**config.mk**
```make
export PLATFORM = sky130hd
export DESIGN_NAME = bus_responder
export DESIGN_NICKNAME = d
export VERILOG_FILES = /design/src/rtl/bus_responder.sv
export SDC_FILE = /design/constraint.sdc
export NUM_CORES = 1
export LEC_CHECK = 0
export CORE_AREA = 2 2 97 192
export CTS_BUF_LIST = sky130_fd_sc_hd__clkbuf_2
export CTS_CLUSTER_DIAMETER = 200
export CTS_CLUSTER_SIZE = 28
export DETAILED_ROUTE_END_ITERATION = 8
export DIE_AREA = 0 0 99 194
export REMOVE_ABC_BUFFERS = 1
export SETUP_SLACK_MARGIN = 0.1
export SYNTH_ARGS = -nofsm -noshare
export SYNTH_HDL_FRONTEND = slang
export SYNTH_SLANG_ARGS = --single-unit
```
**constraint.sdc**
```tcl
create_clock -name clk -period 3.8 [get_ports clk]
set_clock_uncertainty 0.05 [all_clocks]
set_input_delay 0.76 -clock clk [delete_from_list [all_inputs] [get_ports clk]]
set_output_delay 0.76 -clock clk [all_outputs]
set_load 0.02 [all_outputs]
```
**src/rtl/bus_responder.sv**
```systemverilog
// Bus responder: receive FIFO between the bus arbiter and a consumer, tagging each word with its source core.
// Optional build macro BUS_RESP_PARITY_EN drops words with bad even parity and counts them.
//
// Occupancy states:
//   state     | meaning
//   S_EMPTY   | no words held, out_valid low
//   S_PARTIAL | 1 .. DEPTH-1 words held
//   S_FULL    | DEPTH words held, bus_ready low
module bus_responder #(
  parameter int DATA_W = 32,
  parameter int DEPTH  = 4
) (
  input  logic                     clk,
  input  logic                     rst_n,
  input  logic [DATA_W-1:0]        bus_data,
  input  logic                     bus_valid,
  input  logic                     bus_src,
  input  logic                     bus_parity,
  output logic                     bus_ready,
  output logic [DATA_W-1:0]        out_data,
  output logic                     out_src,
  output logic                     out_valid,
  input  logic                     out_ready,
  output logic [$clog2(DEPTH):0]   fifo_count,
  output logic [7:0]               parity_err_cnt
);

  localparam int AW = $clog2(DEPTH);
  localparam int CW = AW + 1;
  localparam logic [CW-1:0] DEPTH_C = CW'(DEPTH);
  localparam logic [CW-1:0] ONE_C   = CW'(1);

  typedef enum logic [1:0] {
    S_EMPTY   = 2'd0,
    S_PARTIAL = 2'd1,
    S_FULL    = 2'd2
  } occ_e;

  occ_e               state_q, state_d;
  logic [CW-1:0]      count_q, count_d;
  logic [AW-1:0]      wr_ptr_q, wr_ptr_d;
  logic [AW-1:0]      rd_ptr_q, rd_ptr_d;
  logic [DATA_W-1:0]  mem_q [DEPTH];
  logic [DATA_W-1:0]  mem_d [DEPTH];
  logic [DEPTH-1:0]   src_q, src_d;

  logic push_req;
  logic push_store;
  logic pop;
  logic par_bad;

  assign bus_ready  = (state_q != S_FULL);
  assign out_valid  = (state_q != S_EMPTY);
  assign out_data   = mem_q[rd_ptr_q];
  assign out_src    = src_q[rd_ptr_q];
  assign fifo_count = count_q;

  assign push_req   = bus_valid & bus_ready;
  assign pop        = out_valid & out_ready;
  assign push_store = push_req & ~par_bad;

`ifdef BUS_RESP_PARITY_EN
  logic [7:0] perr_q, perr_d;

  // Even parity: data bits plus parity bit must XOR to zero.
  assign par_bad = (^bus_data) ^ bus_parity;

  always_comb begin
    perr_d = perr_q;
    if (push_req && par_bad && (perr_q != 8'hFF)) begin
      perr_d = perr_q + 8'd1;
    end
  end

  always_ff @(posedge clk or negedge rst_n) begin
    if (!rst_n) begin
      perr_q <= 8'd0;
    end else begin
      perr_q <= perr_d;
    end
  end

  assign parity_err_cnt = perr_q;
`else
  logic unused_parity;

  assign unused_parity  = bus_parity;
  assign par_bad        = 1'b0;
  assign parity_err_cnt = 8'd0;
`endif

  always_comb begin
    mem_d    = mem_q;
    src_d    = src_q;
    wr_ptr_d = wr_ptr_q;
    rd_ptr_d = rd_ptr_q;
    if (push_store) begin
      mem_d[wr_ptr_q] = bus_data;
      src_d[wr_ptr_q] = bus_src;
      wr_ptr_d        = wr_ptr_q + AW'(1);
    end
    if (pop) begin
      rd_ptr_d = rd_ptr_q + AW'(1);
    end
  end

  always_comb begin
    count_d = count_q;
    case ({push_store, pop})
      2'b10:   count_d = count_q + ONE_C;
      2'b01:   count_d = count_q - ONE_C;
      default: count_d = count_q;
    endcase
  end

  // A simultaneous push and pop never changes state; only single-sided moves step it.
  always_comb begin
    state_d = state_q;
    case (state_q)
      S_EMPTY: begin
        if (push_store) begin
          state_d = S_PARTIAL;
        end
      end
      S_PARTIAL: begin
        if (push_store && !pop && (count_q == DEPTH_C - ONE_C)) begin
          state_d = S_FULL;
        end else if (pop && !push_store && (count_q == ONE_C)) begin
          state_d = S_EMPTY;
        end
      end
      S_FULL: begin
        if (pop) begin
          state_d = S_PARTIAL;
        end
      end
      default: state_d = S_EMPTY;
    endcase
  end

  always_ff @(posedge clk or negedge rst_n) begin
    if (!rst_n) begin
      state_q  <= S_EMPTY;
      count_q  <= '0;
      wr_ptr_q <= '0;
      rd_ptr_q <= '0;
      src_q    <= '0;
      mem_q    <= '{default: '0};
    end else begin
      state_q  <= state_d;
      count_q  <= count_d;
      wr_ptr_q <= wr_ptr_d;
      rd_ptr_q <= rd_ptr_d;
      src_q    <= src_d;
      mem_q    <= mem_d;
    end
  end

endmodule

```
==> results.toml <==
[final_layout]
nets = 510
multi_input_area_um2 = 3040
drive_gt1_share_pct = 44.7
final_core_util_pct = 44.8
nFillCells = 1533
seqCellArea_um2 = 3530
area_delta_synth_final_pct = 13.9

[critical_path]
reg2regPathDepth = 4
crit_chain = "buf_4 -> mux4_2 -> clkdlybuf4s50_1"
endpoint_kind = "output port"
max_stage_delay_ns = 0.56
crit_cells = 3
worst-path-max-fanout = 11
crit_family = "buffers and inverters"
cp.required_ns = 2.99
worstSetupEndpoint = "out_data[6]"
cp_data_arrival_time_ns = 2.57
r2r_end = "mem_q[58]$_DFFE_PN0P_"
crit_slowest_cell = "mux4_2"
cp-start-kind = "register"
worstSetupStartpoint = "rd_ptr_q[0]$_DFFE_PN0P_"
timing.critical_path.buf_inv = 2
reg2reg_slack_ns = 1.83
timing.rr.start = "wr_ptr_q[0]$_DFFE_PN0P_"
worstSetupPathType = "reg -> out"

[global_route]
grt_antenna_before_repair = 1
gr-total-overflow = 0
grt_pass1_vias = 3983
grt_pass1_wl_um = 22400
grt_max_degree = 86
gr-usage-all-layers_pct = 15.1

[clocking]
htree_num_levels = 4
root_buffer = "clkbuf_2"
clock_latency_ns = 0.67
path_clk_slew_ns = 0.19
cts_tree = "yes"
numCtsBuffers = 17
cts.sinks = 141
clock_path_buffers = 2

[die]
io_pins = 84
initial_core_util_pct = 39.3
dieWidth_um = 99
die-area_um2 = 19200
std_cell_rows = 69
die_h_um = 194
core-area_um2 = 17700

[logic_synthesis]
syn_avg_cell_area_um2 = 18.0
synth_edf_count = 0
synth_ff_type = "dfrtp_1"
yosys_warnings = 0
syn_area_um2 = 6960
syn_inst = 386
async_flop_share_pct = 100
ys_seq_elements = 141
yosysSeqAreaShare_pct = 50.7
yosysUniqueCellTypes = 26

[sta]
final_max_slew_viol_count = 0
period_share_pct = 89.0
worst-slew-pin-transition_ns = 0.777
rsz0062_at_grt = "false"
hold_viol = 0
setup_viol = 0
min_period_ns = 3.38
clock.fmax_mhz = 296
finalSetupTns_ns = 0
slew_headroom_pct = 48.2

[placed_design]
dpl.hpwl_um = 8510
place.gp.congestion = 0.733
io_buffers = 74

[detailed_routing]
vias = 3480
avgRoutedWirePerCell_um = 20.0
drt_iter0_markers = 132
drc = 0
first_pass_iters = 4
routed_via_density = 5.06
ant_nets = 0
drt_wl_total_um = 13800

[worst_hold_path]
hold_depth = 1
hold_class = "reg -> reg"

[power]
p_per_area_nw_per_um2 = 967
max-vdd-ir-drop_mv = 0.326
p_leak_nw = 3.46

[status]
status = "finished, final reports clean"

[job]
drv_cap = 0
==> cells in the mapped netlist, drive strengths merged, types with 2 or more instances <==
cell type,instances,area [um^2]
o22ai,3,18.8
inv,8,30.0
nand2,6,22.5
mux2,133,1950
ha,10,125
dfrtp,141,3530
xnor2,4,35.0
mux4,33,743
and3,4,45.0
a31oi,2,12.5
buf,32,390
==> kinds of logic after synthesis <==
kind of cell,after synthesis,synth area share (%)
adder cells (fa/ha/maj),10,1.80
flip-flops,141,50.7
multiplexers,166,38.6
AND/OR/NAND/NOR,16,1.58
buffers and inverters,40,6.04
XOR/XNOR,5,0.629
AO/OA/AOI/OAI,7,0.593
other,1,0.0538
==> worst min path at each step <==
stage | end | startpoint | slack (ns)
after floorplan | fifo_count[0]$_DFFE_PN0P_ | rst_n | 0.41
after global placement | mem_q[60]$_DFFE_PN0P_ | mem_q[60]$_DFFE_PN0P_ | 0.43
after detailed placement | mem_q[11]$_DFFE_PN0P_ | mem_q[11]$_DFFE_PN0P_ | 0.44
after CTS | mem_q[20]$_DFFE_PN0P_ | mem_q[20]$_DFFE_PN0P_ | 0.48
after global routing | mem_q[20]$_DFFE_PN0P_ | mem_q[20]$_DFFE_PN0P_ | 0.50
final | src_q[3]$_DFFE_PN0P_ | src_q[3]$_DFFE_PN0P_ | 0.48
==> placed cells by master (no fill, tap or decap), drive strengths merged, types with 3 or more instances in the layout <==
| master | instances |
|---|---|
| and3 | 4 |
| mux4 | 33 |
| dfrtp | 141 |
| buf | 8 |
| xnor2 | 4 |
| clkinv | 7 |
| mux2 | 133 |
| o22ai | 3 |
| ha | 10 |
| clkinvlp | 3 |
| clkdlybuf4s50 | 73 |
| inv | 8 |
| nand2 | 6 |
| conb | 8 |
| clkbuf | 19 |
==> final cells by class <==
cell class                      count  share of cell area [%]
Antenna cell                        1                  0.0315
Clock buffer                       19                    1.20
Clock inverter                     12                    1.56
Inverter                            8                   0.379
Multi-Input combinational cell    212                    38.3
Sequential cell                   141                    44.5
Tap cell                          213                    3.36
Timing Repair Buffer               82                    10.6
==> power breakdown <==
part           leakage [nW]  internal, W  switching, W
Combinational          1.66      0.00251       0.00157
Clock                 0.133     0.000297      0.000543
Sequential             1.67      0.00226      0.000487
Total                  3.46      0.00507       0.00260
==> layer usage <==
layer  up-vias  global-route usage [%]  wire length (um)
met1      1863                    19.3              5870
met2        67                    25.0              7240
met5         -                       0                 0
met4         0                    5.58               223
li1       1538                       -                 -
met3        12                    3.42               423
==> worst reg2reg max path, delay by kind of cell, from the launching register on <==
family                   cells  cell delay [ns]
flip-flops                   1             0.47
multiplexers                 1             0.42
AND/OR/NAND/NOR              1             0.69
adder cells (fa/ha/maj)      1             0.15
buffers and inverters        1             0.10
==> flip-flops by register name, indices dropped and copies added, names as in the netlist <==
| name | cells |
|---|---|
| state_q | 2 |
| fifo_count | 3 |
| src_q | 4 |
| wr_ptr_q | 2 |
| rd_ptr_q | 2 |
| mem_q | 128 |
==> through the flow <==
stage | cell area (um^2) | power (W) | cells | hold slack [ns] | setup slack (ns)
after CTS | 7910 | 0.00778 | 684 | 0.484 | 0.134
final | 7930 | 0.00767 | 688 | 0.480 | 0.417
after floorplan | 6600 | 0.00545 | 361 | 0.414 | 0.810
after global placement | 7680 | 0.00678 | 652 | 0.434 | 1.00
after global routing | 7930 | 0.00810 | 688 | 0.497 | 0.253
after detailed placement | 7680 | 0.00689 | 652 | 0.441 | 0.978
==> what timing repair did <==
action / 4_1_cts / 5_1_grt
setup endpoints to repair: 0 / 1
hold buffers: 1 / 0
resized for setup: 0 / 0
setup buffers: 0 / 3
hold endpoints to repair: 25 / 0
No activity file was read; power rests on OpenSTA's default activity.
